==> config.mk <==
export PLATFORM = sky130hd
export DESIGN_NAME = sdram_arbiter
export DESIGN_NICKNAME = d
export VERILOG_FILES = /design/src/rtl/sdram_arbiter.sv
export SDC_FILE = /design/constraint.sdc
export NUM_CORES = 1
export LEC_CHECK = 0
export ABC_AREA = 1
export CORE_AREA = 8 8 69 76
export CTS_BUF_LIST = sky130_fd_sc_hd__clkbuf_4
export DETAILED_ROUTE_END_ITERATION = 6
export DIE_AREA = 0 0 77 84
export HOLD_SLACK_MARGIN = 0.12
export PLACE_DENSITY = 0.86
export SYNTH_ARGS = -nofsm -noshare
export SYNTH_HDL_FRONTEND = slang
export SYNTH_SLANG_ARGS = --single-unit
export TNS_END_PERCENT = 1
==> constraint.sdc <==
create_clock -name CLK -period 3.7 [get_ports CLK]
set_clock_uncertainty 0.15 [all_clocks]
set_input_delay 0.555 -clock CLK [delete_from_list [all_inputs] [get_ports CLK]]
set_output_delay 0.555 -clock CLK [all_outputs]
set_load 0.1 [all_outputs]
==> src/rtl/sdram_arbiter.sv <==
// SDRAM bus arbiter: init passthrough, periodic auto-refresh, round-robin write/read grants.
// Bus mux is combinational on state (0 cycles); grants follow the IDLE decision by 1 cycle; engines are never preempted.
module sdram_arbiter #(
    parameter int REF_PERIOD = 750,
    parameter int T_RP       = 2,
    parameter int T_RFC      = 7
) (
    input  logic        CLK,
    input  logic        RSTn,
    input  logic        init_end,
    input  logic [3:0]  init_cmd,
    input  logic [11:0] init_addr,
    input  logic        wr_req,
    input  logic        rd_req,
    input  logic        flag_wr_end,
    input  logic        flag_rd_end,
    input  logic [3:0]  wr_cmd,
    input  logic [11:0] wr_addr,
    input  logic [1:0]  wr_ba,
    input  logic [3:0]  rd_cmd,
    input  logic [11:0] rd_addr,
    input  logic [1:0]  rd_ba,
    output logic        wr_en,
    output logic        rd_en,
    output logic        ref_req,
    output logic        ref_ovf,
    output logic [3:0]  sdram_cmd,
    output logic [11:0] sdram_addr,
    output logic [1:0]  sdram_ba
);

    localparam logic [3:0] CMD_NOP  = 4'b0111;
    localparam logic [3:0] CMD_PRE  = 4'b0010;
    localparam logic [3:0] CMD_AREF = 4'b0001;

    localparam logic [4:0] S_INIT  = 5'b00001;
    localparam logic [4:0] S_IDLE  = 5'b00010;
    localparam logic [4:0] S_AREF  = 5'b00100;
    localparam logic [4:0] S_WRITE = 5'b01000;
    localparam logic [4:0] S_READ  = 5'b10000;

    localparam int RW = (REF_PERIOD > 1) ? $clog2(REF_PERIOD) : 1;
    localparam int AW = $clog2(T_RP + T_RFC + 1);
    localparam logic [RW-1:0] REF_LAST = RW'(REF_PERIOD - 1);
    localparam logic [AW-1:0] A_RP     = AW'(T_RP);
    localparam logic [AW-1:0] A_LAST   = AW'(T_RP + T_RFC);

    logic [4:0]    state, state_nxt;
    logic          last_served;
    logic [RW-1:0] ref_cnt;
    logic [AW-1:0] aref_cnt;
    logic          wrap, aref_start;

    assign wrap       = init_end && (ref_cnt == REF_LAST);
    assign aref_start = (state == S_AREF) && (aref_cnt == '0);

    always_comb begin
        state_nxt = state;
        case (state)
            S_INIT:  if (init_end) state_nxt = S_IDLE;
            S_IDLE: begin
                if (ref_req)
                    state_nxt = S_AREF;
                else if (wr_req && (!rd_req || last_served))
                    state_nxt = S_WRITE;
                else if (rd_req)
                    state_nxt = S_READ;
            end
            S_AREF:  if (aref_cnt == A_LAST) state_nxt = S_IDLE;
            S_WRITE: if (flag_wr_end) state_nxt = S_IDLE;
            S_READ:  if (flag_rd_end) state_nxt = S_IDLE;
            default: state_nxt = S_INIT;
        endcase
    end

    always_ff @(posedge CLK or negedge RSTn) begin
        if (!RSTn) begin
            state       <= S_INIT;
            last_served <= 1'b1;
            wr_en       <= 1'b0;
            rd_en       <= 1'b0;
            aref_cnt    <= '0;
        end else begin
            state <= state_nxt;
            wr_en <= (state_nxt == S_WRITE);
            rd_en <= (state_nxt == S_READ);
            if (state == S_IDLE && state_nxt == S_WRITE)
                last_served <= 1'b0;
            else if (state == S_IDLE && state_nxt == S_READ)
                last_served <= 1'b1;
            // Counter is zero whenever AREF is (re)entered.
            if (state == S_AREF && state_nxt == S_AREF)
                aref_cnt <= aref_cnt + AW'(1);
            else
                aref_cnt <= '0;
        end
    end

    always_ff @(posedge CLK or negedge RSTn) begin
        if (!RSTn) begin
            ref_cnt <= '0;
            ref_req <= 1'b0;
            ref_ovf <= 1'b0;
        end else begin
            if (!init_end || wrap)
                ref_cnt <= '0;
            else
                ref_cnt <= ref_cnt + RW'(1);
            // A wrap coinciding with the AREF clear keeps the request pending.
            if (wrap)
                ref_req <= 1'b1;
            else if (aref_start)
                ref_req <= 1'b0;
            if (wrap && ref_req)
                ref_ovf <= 1'b1;
        end
    end

    always_comb begin
        sdram_cmd  = CMD_NOP;
        sdram_addr = 12'h000;
        sdram_ba   = 2'b00;
        case (state)
            S_INIT: begin
                sdram_cmd  = init_cmd;
                sdram_addr = init_addr;
            end
            S_AREF: begin
                if (aref_cnt == '0) begin
                    sdram_cmd  = CMD_PRE;
                    sdram_addr = 12'h400;
                end else if (aref_cnt == A_RP) begin
                    sdram_cmd  = CMD_AREF;
                end
            end
            S_WRITE: begin
                sdram_cmd  = wr_cmd;
                sdram_addr = wr_addr;
                sdram_ba   = wr_ba;
            end
            S_READ: begin
                sdram_cmd  = rd_cmd;
                sdram_addr = rd_addr;
                sdram_ba   = rd_ba;
            end
            default: ;
        endcase
    end

endmodule

# After elaboration in Yosys (flattened, before gate mapping)
# Index checks and enable logic that the tools add are counted.
[op_classes]
addsub = 2
n_reduce_logical = 14
n_eq_ne = 11
mux = 20
[op_table]
columns = ["operator", "count"]
rows = [
  ["case mux 12 bit (4 select lines)", 1],
  ["2-to-1 mux 5 bit", 7],
  ["case mux 5 bit (5 select lines)", 1],
  ["case mux 4 bit (4 select lines)", 1],
  ["2-to-1 mux 11 bit", 1],
  ["adder 10 x 1 -> 10 bit, second input constant", 1],
  ["== test 10 bit, second input constant", 1],
  ["== test 5 x 3 -> 1 bit, second input constant", 2],
  ["== test 5 x 4 -> 1 bit, second input constant", 2],
  ["== test 5 bit, second input constant", 2],
  ["2-to-1 mux 10 bit", 1],
  ["logical AND 1 bit", 7],
  ["2-to-1 mux 3 bit", 2],
  ["== test 5 x 1 -> 1 bit, second input constant", 1],
  ["== test 5 x 2 -> 1 bit, second input constant", 1],
  ["adder 4 x 1 -> 4 bit, second input constant", 1],
  ["== test 4 x 2 -> 1 bit, second input constant", 1],
  ["== test 4 bit, second input constant", 1],
  ["logical NOT 4 bit", 1],
  ["2-to-1 mux 1 bit", 4],
  ["2-to-1 mux 4 bit", 1],
  ["case mux 2 bit (2 select lines)", 1],
  ["nonzero test 2 bit", 2],
  ["logical NOT 1 bit", 2],
  ["logical OR 1 bit", 2],
]
[word_totals]
reg_bits = 24
word_cells = 55
in_bits = 59
out_inout_bits = 22

# Depth between registers and ports, before layout
[depth]
ltp_word = 10
depth_mapped = 9
ltp_nobuf = 9

# Worst setup path after synthesis
# OpenSTA, ideal clock, no wires.
[synth_path]
kind = "flip-flop to output port"
from = "register state[1]"
to = "output port sdram_ba[0]"
slack_ns = 0.135
required_time_ns = 2.995
path_buffers = 0
t_arrival_ns = 2.860
stages_incl_launch_ff = 4
path_cell_list = "dfrtp_1 nor2_4 nand3_2 o21ai_0"
[synth_between]
elab_chain_cells = 2
elab_cells_between_ends = 3
classes_between = "eq/ne (2); mux (1)"
[synth_rtl]
columns = ["element", "line_no", "rtl"]
rows = [
  ["start, declared", "48", "logic [4:0] state, state_nxt;"],
  ["start signal, assigned", "84", "state <= state_nxt;"],
  ["== test 5 bit / == test 5 x 4 -> 1 bit (equally long branches)", "123", "case (state)"],
  ["case mux 2 bit (2 select lines) (*)", "123", ""],
  ["end, declared", "29", "output logic [1:0] sdram_ba"],
]
# Mark *: on every way between the ends. The rest lies on a longest branch, timed or not.

# Worst setup path after layout
[layout_path]
from = "register state[1]"
to = "output port sdram_addr[11]"
[layout_between]
elab_chain_cells = 2
elab_cells_between_ends = 5
classes_between = "eq/ne (4); mux (1)"
[layout_rtl]
columns = ["element", "line_no", "rtl"]
rows = [
  ["== test 5 bit, or another cell as far along", "123", ""],
  ["case mux 12 bit (4 select lines) (*)", "123", ""],
  ["end, declared", "28", "output logic [11:0] sdram_addr,"],
]
# Marked as above.

==> metrics.cfg <==
[status]
status=completed

[worst_setup_path]
critPathRequiredTime_ns=2.99
rrSetupSlack_ns=1.86
worst_path_max_delay_cell=nor2_4
criticalPathCategory=register to output pin
endpoint_kind=output pin
crit_start=state[1]
start_kind=register
r2r-start=state[4]
crit_path_max_incr_delay_ns=0.50
cp.arrival_ns=2.21
worstPathCellList=nor2_4 > nand3_2 > inv_2 > nand2_1 > nand3_1 > buf_4
cp_max_fo=25

[pwr]
power_density_nw_per_um2=764.6
p_clk_frac=0.095
power_frac_comb=0.734
p_int_mw=0.7207
netSwitchingFraction=0.6345
p_switching_mw=1.251
sequentialPowerShare=0.171
p_leak_nw=1.172
worst_ir_drop_vdd_mv=0.3370

[timing]
hold_viol=0
fin_ws_ns=0.7830
rsz0062_at_grt=no
fin_crit_ns=2.917
fin_setup_tns_ns=0
fmax_mhz=342.8
finalSetupViolCount=0
maxSlewViolCount=0
worstMarginPinSlew_ns=1.036
slew-limit-headroom=0.3071
period_share=0.7884

[global_route]
grt_max_degree=38
grt_pass1_wl_mm=9.073
grt_pass1_vias=1956
overflow=0
track_usage=0.1670
antenna_found_initial=0

[clock_tree]
cts_buffers=3
cts_resized=0
clockRootBuffer=clkbuf_4
htree_levels=1
ctsHoldBuffers=0
cts_buffer_depth=2
worstSkewPairLatency_ns=0.32
postCtsSetupRepairBufs=0
cts_tree=yes
path_clk_slew_ns=0.13
cts_sinks=24

[run]
maxCapViolCount=0

[die]
io_pins=81
die_x_um=77
coreArea_um2=3964
die-area_um2=6468
fp.dieH_um=84
initial_core_util=0.4444
core.rowCount=24

[drt]
detail-route-antenna-nets=0
post_drt_wl_per_cell_um=14.82
vias_per_cell=5.213
wirelength_mm=5.574
route.detailed.drc=0
first_iter_violations=68
drt_first_pass_iters=4
vias=1960

[logic_synthesis]
ys_async_sr_fraction=1.000
synth_warnings=0
yosys.area.top_type=dfrtp_1
avgSynthCellArea_um2=7.047
synth_top_flop_cell=dfrtp_1
syn_inst=250
synthesis.area_um2=1762
synth-edff-count=0
syn-num-nets=315
synth_top_area_share=0.3125
yosysUniqueCellTypes=22
synthTopCellsByArea=dfrtp_1 31%, nand4_1 15%, nand2_1 13%
synth_seq_cells=24
synth_sequential_area_ratio=0.3423

[final_layout]
area_delta_synth_final_pct=46.38
nNetsFinal=390
final_cell_mix=63 x nand2_1, 62 x clkdlybuf4s50_1, 41 x nand4_1
drive_above_1_share=0.1142
diodes=0
final_common_cell=nand2_1

[place]
routabilityCongestion=0.8118
place_hpwl_mm=4.459
portBuffers=80
pre_cts_ws_ns=1.166

[min_path]
worstHoldStart=last_served
hold_class=register to register

[cell families after synthesis]
kind of cell / Yosys count / share of synthesized area
and+or+nand+nor: 169 / 0.4609
buffers and inverters: 32 / 0.08096
DFF: 24 / 0.3423
AOI/OAI and AO/OA: 11 / 0.03338
xor gates and xnor gates: 8 / 0.03977
adders and majority gates: 6 / 0.04261
[cell usage after synthesis, types with 2 or more instances]
cell type / n
dfstp_2: 2
nand4_1: 41
nor2_2: 3
inv_2: 3
xor2_1: 6
nand3_1: 21
nand3_2: 2
ha_1: 6
buf_2: 9
nor2_1: 34
dfrtp_1: 22
xnor2_1: 2
inv_1: 18
o21ai_0: 9
nor2_4: 3
nand2_1: 63
[sequential cells by signal, summed over array words and instances, names as in the netlist]
register,cells
aref_cnt,4
last_served,1
rd_en,1
ref_cnt,10
ref_ovf,1
ref_req,1
state,5
wr_en,1
[worst paths after layout]
path	to	depth (start not counted)
hold reg to reg	last_served	2
setup / recovery	sdram_addr[11]	6
setup reg to reg	rd_en	5
max in group asynchronous	ref_cnt[9]	1
hold / removal	last_served	2
min in group asynchronous	ref_cnt[6]	1
[power groups by stage]
stage	logic [mW]	clock network [mW]	registers (mW)
after floorplan	1.10	0	0.393
after global placement	1.44	0	0.342
after detailed placement	1.45	0	0.343
after CTS	1.45	0.192	0.338
after global routing	1.51	0.200	0.343
final	1.45	0.187	0.338
[metrics by stage]
step	hold slack, ns	cells	total power, mW	area [µm²]	utilization
finish	0.3284	376	1.972	2579	0.6506
global route	0.3593	376	2.057	2579	0.6506
CTS	0.3338	376	1.982	2579	0.6506
detailed placement	0.3033	372	1.794	2526	0.6373
global placement	0.2965	372	1.777	2526	0.6373
floorplan	0.1094	250	1.495	1762	-
[metal layers]
layer  GRT usage  vias to the layer above  wire, µm
met1      0.1822                      876      2293
met5           0                        -         0
met3     0.04849                       14       465
met4     0.06014                        0       129
met2      0.2970                       75      2686
li1            -                      995         -
[area by class of cell]
| class | instances | area (µm²) |
|---|---|---|
| clock buffers | 3 | 22.52 |
| clock inverters | 1 | 30.03 |
| fillers | 359 | 1385 |
| inverters | 21 | 78.83 |
| multi-input cells | 194 | 1016 |
| flip-flops and latches | 24 | 603.1 |
| well taps | 52 | 65.06 |
| repair buffers | 81 | 763.2 |
[worst max-delay path: cells and delay by family, from the launching register on]
family	cells	cell delay, ns
buffers and inverters	2	0.54
flip-flops	1	0.46
AND/OR/NAND/NOR	4	0.88
Power figures use the tool's default switching activity.
